<file path="src/rtl/bus_control_pkg.sv">
// Shared definitions for the multi-channel bus controller.
// Contents: FSM state encoding, turnaround-counter width helper and the
// synchroniser stage count.
package bus_control_pkg;

    localparam int unsigned SYNC_STAGES = 2;
    localparam int unsigned ST_W        = 3;

    typedef enum logic [ST_W-1:0] {
        ST_IDLE  = 3'd0,
        ST_WRITE = 3'd1,
        ST_READ  = 3'd2,
        ST_TURN  = 3'd3,
        ST_ERR   = 3'd4
    } state_t;

    // Width of a down-counter that must hold n-1; never narrower than 1 bit.
    function automatic int unsigned ta_cnt_w(input int unsigned n);
        return (n < 2) ? 1 : $clog2(n);
    endfunction

endpackage

</file>
<file path="src/rtl/strobe_sync.sv">
// Synchroniser plus falling-edge detector for one active-low strobe.
// Ports: clk, rst_n (async, active low), strobe_n (async pin),
//        strobe_s (synchronised strobe), fall_c (1-cycle falling-edge flag).
// All flops reset to 1 so a strobe reads as inactive out of reset.
module strobe_sync
    import bus_control_pkg::*;
(
    input  logic clk,
    input  logic rst_n,
    input  logic strobe_n,
    output logic strobe_s,
    output logic fall_c
);

    logic [SYNC_STAGES-1:0] sync_q;
    logic                   prev_q;

    // Synchroniser chain plus one history flop for edge detection.
    always_ff @(posedge clk or negedge rst_n) begin
        if (!rst_n) begin
            sync_q <= '1;
            prev_q <= 1'b1;
        end else begin
            sync_q <= {sync_q[SYNC_STAGES-2:0], strobe_n};
            prev_q <= sync_q[SYNC_STAGES-1];
        end
    end

    assign strobe_s = sync_q[SYNC_STAGES-1];
    assign fall_c   = prev_q & ~strobe_s;

endmodule

</file>
<file path="src/rtl/bus_control_mc.sv">
// Multi-channel clocked bus controller: synchronises WR_n/RD_n, decodes addr
// to one of NCH channels, gates accesses with IWR/IRD, holds the register
// file and drives registered read data with a bus-turnaround gap.
// Ports: clk, rst_n, WR_n, RD_n, addr, data_in, IWR, IRD  (inputs)
//        RegEn, BusEn, data_out, reg_q, conflict          (outputs)
// Optional: BUSCTL_PARITY_EN adds par_inject (in) and par_err (out) with one
// stored even-parity bit per register.
module bus_control_mc
    import bus_control_pkg::*;
#(
    parameter int unsigned DW        = 8,
    parameter int unsigned NCH       = 4,
    parameter int unsigned AW        = 2,
    parameter int unsigned TA_CYCLES = 2
) (
    input  logic              clk,
    input  logic              rst_n,
`ifdef BUSCTL_PARITY_EN
    input  logic              par_inject,
    output logic              par_err,
`endif
    input  logic              WR_n,
    input  logic              RD_n,
    input  logic [AW-1:0]     addr,
    input  logic [DW-1:0]     data_in,
    input  logic [NCH-1:0]    IWR,
    input  logic [NCH-1:0]    IRD,
    output logic [NCH-1:0]    RegEn,
    output logic              BusEn,
    output logic [DW-1:0]     data_out,
    output logic [NCH*DW-1:0] reg_q,
    output logic              conflict
);

    localparam int unsigned    CW      = ta_cnt_w(TA_CYCLES);
    localparam logic [CW-1:0]  TA_LOAD = CW'(TA_CYCLES - 1);

    logic          wr_s, rd_s, wr_fall_c, rd_fall_c;
    state_t        state;
    logic [AW-1:0] lat_addr;
    logic [DW-1:0] lat_data;
    logic [CW-1:0] ta_cnt;

    logic [AW-1:0]  mux_addr_c;
    logic [NCH-1:0] sel_c;
    logic           wr_ok_c, rd_ok_c;
    logic [DW-1:0]  rd_word_c;
`ifdef BUSCTL_PARITY_EN
    logic [NCH-1:0] par_q;
    logic           lat_inj;
    logic           rd_par_c;
`endif

    strobe_sync u_wr_sync (.clk(clk), .rst_n(rst_n), .strobe_n(WR_n), .strobe_s(wr_s), .fall_c(wr_fall_c));
    strobe_sync u_rd_sync (.clk(clk), .rst_n(rst_n), .strobe_n(RD_n), .strobe_s(rd_s), .fall_c(rd_fall_c));

    // Channel decode: live addr while idle (edge cycle), latched addr afterwards.
    // Out-of-range addresses select nothing, so they are never permitted.
    always_comb begin
        mux_addr_c = (state == ST_IDLE) ? addr : lat_addr;
        sel_c      = '0;
        wr_ok_c    = 1'b0;
        rd_ok_c    = 1'b0;
        rd_word_c  = '0;
`ifdef BUSCTL_PARITY_EN
        rd_par_c   = 1'b0;
`endif
        for (int k = 0; k < NCH; k++) begin
            if (mux_addr_c == AW'(k)) begin
                sel_c[k]  = 1'b1;
                wr_ok_c   = IWR[k];
                rd_ok_c   = IRD[k];
                rd_word_c = reg_q[k*DW +: DW];
`ifdef BUSCTL_PARITY_EN
                rd_par_c  = par_q[k];
`endif
            end
        end
    end

    // Control FSM, register file and all registered outputs.
    always_ff @(posedge clk or negedge rst_n) begin
        if (!rst_n) begin
            state    <= ST_IDLE;
            lat_addr <= '0;
            lat_data <= '0;
            ta_cnt   <= '0;
            RegEn    <= '0;
            BusEn    <= 1'b0;
            data_out <= '0;
            reg_q    <= '0;
            conflict <= 1'b0;
`ifdef BUSCTL_PARITY_EN
            par_q    <= '0;
            lat_inj  <= 1'b0;
            par_err  <= 1'b0;
`endif
        end else begin
            RegEn <= '0;

            // RegEn is only ever high for the first WRITE cycle, so it doubles
            // as the register-file write enable.
            for (int k = 0; k < NCH; k++) begin
                if (RegEn[k]) begin
                    reg_q[k*DW +: DW] <= lat_data;
`ifdef BUSCTL_PARITY_EN
                    par_q[k]          <= (^lat_data) ^ lat_inj;
`endif
                end
            end

            if (!wr_s && !rd_s) begin
                state    <= ST_ERR;
                conflict <= 1'b1;
                BusEn    <= 1'b0;
            end else begin
                case (state)
                    ST_IDLE: begin
                        if (wr_fall_c) begin
                            state    <= ST_WRITE;
                            lat_addr <= addr;
                            lat_data <= data_in;
                            RegEn    <= wr_ok_c ? sel_c : '0;
`ifdef BUSCTL_PARITY_EN
                            lat_inj  <= par_inject;
`endif
                        end else if (rd_fall_c) begin
                            state    <= ST_READ;
                            lat_addr <= addr;
                            BusEn    <= rd_ok_c;
                            if (rd_ok_c) begin
                                data_out <= rd_word_c;
                            end
`ifdef BUSCTL_PARITY_EN
                            par_err  <= rd_ok_c & (rd_par_c ^ (^rd_word_c));
`endif
                        end
                    end
                    ST_WRITE: begin
                        if (wr_s) begin
                            state <= ST_IDLE;
                        end
                    end
                    ST_READ: begin
                        if (rd_s) begin
                            state  <= ST_TURN;
                            BusEn  <= 1'b0;
                            ta_cnt <= TA_LOAD;
                        end else begin
                            BusEn <= rd_ok_c;
                            if (rd_ok_c) begin
                                data_out <= rd_word_c;
`ifdef BUSCTL_PARITY_EN
                                par_err  <= rd_par_c ^ (^rd_word_c);
`endif
                            end
                        end
                    end
                    ST_TURN: begin
                        // Strobe edges seen here are deliberately dropped.
                        if (ta_cnt == '0) begin
                            state <= ST_IDLE;
                        end else begin
                            ta_cnt <= ta_cnt - CW'(1);
                        end
                    end
                    ST_ERR: begin
                        if (wr_s && rd_s) begin
                            state    <= ST_IDLE;
                            conflict <= 1'b0;
                        end
                    end
                    default: state <= ST_IDLE;
                endcase
            end
        end
    end

endmodule

</file>
<file path="config.mk">
export PLATFORM = sky130hd
export DESIGN_NAME = bus_control_mc
export DESIGN_NICKNAME = d
export VERILOG_FILES = /design/src/rtl/bus_control_pkg.sv /design/src/rtl/strobe_sync.sv /design/src/rtl/bus_control_mc.sv
export SDC_FILE = /design/constraint.sdc
export NUM_CORES = 1
export LEC_CHECK = 0
export CORE_MARGIN = 1.5
export CORE_UTILIZATION = 41
export CTS_CLUSTER_DIAMETER = 50
export DETAILED_ROUTE_END_ITERATION = 16
export PLACE_DENSITY = 0.68
export REMOVE_ABC_BUFFERS = 1
export SETUP_SLACK_MARGIN = 0.02
export SYNTH_ARGS = -nofsm -noshare
export SYNTH_HDL_FRONTEND = slang
export SYNTH_SLANG_ARGS = --single-unit
</file>
<file path="constraint.sdc">
create_clock -name clk -period 6.03 [get_ports clk]
set_clock_uncertainty 0.05 [all_clocks]
set_input_delay 1.206 -clock clk [delete_from_list [all_inputs] [get_ports clk]]
set_output_delay 1.206 -clock clk [all_outputs]
set_load 0.1 [all_outputs]
</file>
==> metrics <==
Row Count=30; worst path bufs/invs=1; Detail Placement HPWL=4240 um; CTS tree=yes; post-cts gate resize count=0; crit-path leading delay family=buffers and inverters; largest net degree at the start of global routing=67; met2 WL=3160 um; later-pin clock latency in the skew report=0.33 ns; CTS Buf Count=9; DR WL/cell=16.6 um; CTS root buffer=clkbuf_8; post-synth top area share=0.521; Max Cap Viol=0; Top FF cell, synth=dfrtp_1; Port Buf Inserts=67; Starting Density=0.424; Synth area leaders=dfrtp_1 52%, mux2_2 17%, mux2i_1 8.7%; first-pass GRT wire length=10200 um; Layout area overhead=35.3%; initial drt markers=between 80 and 90; vias in the first global route=1956; most common cell in the netlist=dfrtp_1; Setup Buffers After CTS=0; DR WL met3=232 um; die extent in x=86.8 um; DR DRC count=0; Worst Max-Slew Pin Slew=0.998 ns; CP Class=reg -> out; antenna cells=0; cell type with the largest total area after synthesis=dfrtp_1; final setup margin=2.52 ns; grt ovf=0; total track usage=0.184; number of synthesized flops with an enable pin=0; asr flop ratio synth=1.00; initial antenna violation count=0; Antenna Violating Nets Remaining=0; Metal-1 WL=roughly 2900 um; Critical Path RT=around 4.8 ns; Final Cycle Share=0.582; nets=308; post-place setup slack=2.41 ns; DIE HEIGHT=between 80 and 90 um; Via density=4.99; final setup vio count=0; CTS H-Tree Depth=3; share of cells above drive strength 1=0.252; Worst EP arrival=2.25 ns; First-pass DRT Iterations=4; slowest stage cell, crit path=clkdlybuf4s50_1; Fillers=560; wirelength, routed=roughly 6400 um; routed vias=1927; full die area=7540 um^2; worst hold-check path type=reg -> reg; synthesized instance count=roughly 220; Highest Clock Rate=285 MHz; top layer in use=met4; Slew headroom=0.333; Fin. Hold Viols=0; RSZ-0062 raised after global routing=false; syn avg cell area=roughly 13 um^2; Setup crit end kind=primary output; CP max FO=9; hold_buf cts=0; Worst Setup Start Kind=flop; Distinct cells, synth=35; Worst-path clk slew=0.07 ns; clock tree sinks=66; Mapped Area=2880 um^2; max-slew violations=0; top cells by count, synth=60 x dfrtp_1, 44 x mux2_2, 31 x nand2_1, 25 x mux2i_1, 6 x dfstp_2; I/O pins=68; CP cell instances=clkdlybuf4s50_1; CP max stage delay=1.24 ns; Syn. warnings=0; sequential share of the synthesized area=0.576; flops & latches, synth=66; core area=6790 um^2; post-route setup TNS=0 ns; RePlAce Congestion=approximately 0.8; outcome=completed; Bufs on Longest Clock Path=2; fin crit period=3.51 ns
## per-stage QoR
step,instance area (um^2),hold WS (ns),instances,utilization
after CTS,3900,0.307,386,0.574
final,3900,0.305,386,0.574
after global placement,3630,0.297,370,0.535
after detailed placement,3630,0.297,370,0.535
after global routing,3900,0.311,386,0.574
after floorplan,2830,0.295,206,-
## logic make-up after synthesis
group / synth area share
buffers and inverters: 0.0239
AND/OR/NAND/NOR: 0.0743
AO/OA/AOI/OAI: 0.0551
flip-flops: 0.576
multiplexers: 0.267
adder cells (fa/ha/maj): 0.00434
## routing by layer
metal  global-route usage  vias up
met3               0.0343       10
li1                     -      907
met5                    0        -
met2                0.283       47
met4               0.0924        0
met1                0.248      963
## state kept, by name, indices dropped and copies added, names as in the netlist, 2 cells and up
signal	count
u_rd_sync.sync_q	2
lat_data	8
reg_q	32
lat_addr	2
u_wr_sync.sync_q	2
RegEn	4
data_out	8
state	3
## placed cells by master, fill, tap and decap left out, types with 2 or more instances in the layout
| cell | count |
|---|---|
| nor2_1 | 4 |
| nand3_1 | 2 |
| mux2i_1 | 24 |
| a211oi_1 | 2 |
| mux2_2 | 44 |
| dfstp_2 | 6 |
| clkdlybuf4s50_1 | 66 |
| dfrtp_1 | 60 |
| o21ai_0 | 3 |
| nor3_1 | 3 |
| a31oi_1 | 3 |
| nand2_1 | 31 |
| a21oi_1 | 2 |
| inv_1 | 3 |
| clkbuf_8 | 10 |
| bufinv_16 | 4 |
## layout make-up
type	count	area, um^2	area share
Timing Repair Buffer	68	673	0.173
Inverter	4	15.0	0.00385
Multi-Input combinational cell	136	1170	0.299
Clock inverter	5	125	0.0321
Sequential cell	66	1660	0.425
Tap cell	96	120	0.0308
Clock buffer	11	141	0.0363
## final timing paths
kind,start,to,slack (ns),cells past startpoint
worst max-delay path,RegEn[1],RegEn[1],2.52,1
worst min-delay path,u_wr_sync.sync_q[0],u_wr_sync.sync_q[1],0.31,0
worst max register to register,state[1],data_out[6],3.28,5
worst min register to register,u_wr_sync.sync_q[0],u_wr_sync.sync_q[1],0.31,0
max in group asynchronous,rst_n,lat_data[6],4.38,2
min in group asynchronous,rst_n,state[2],1.00,2
Power is not shown: default switching activity piles up to over one toggle a cycle in this logic, so the estimate is an artifact.
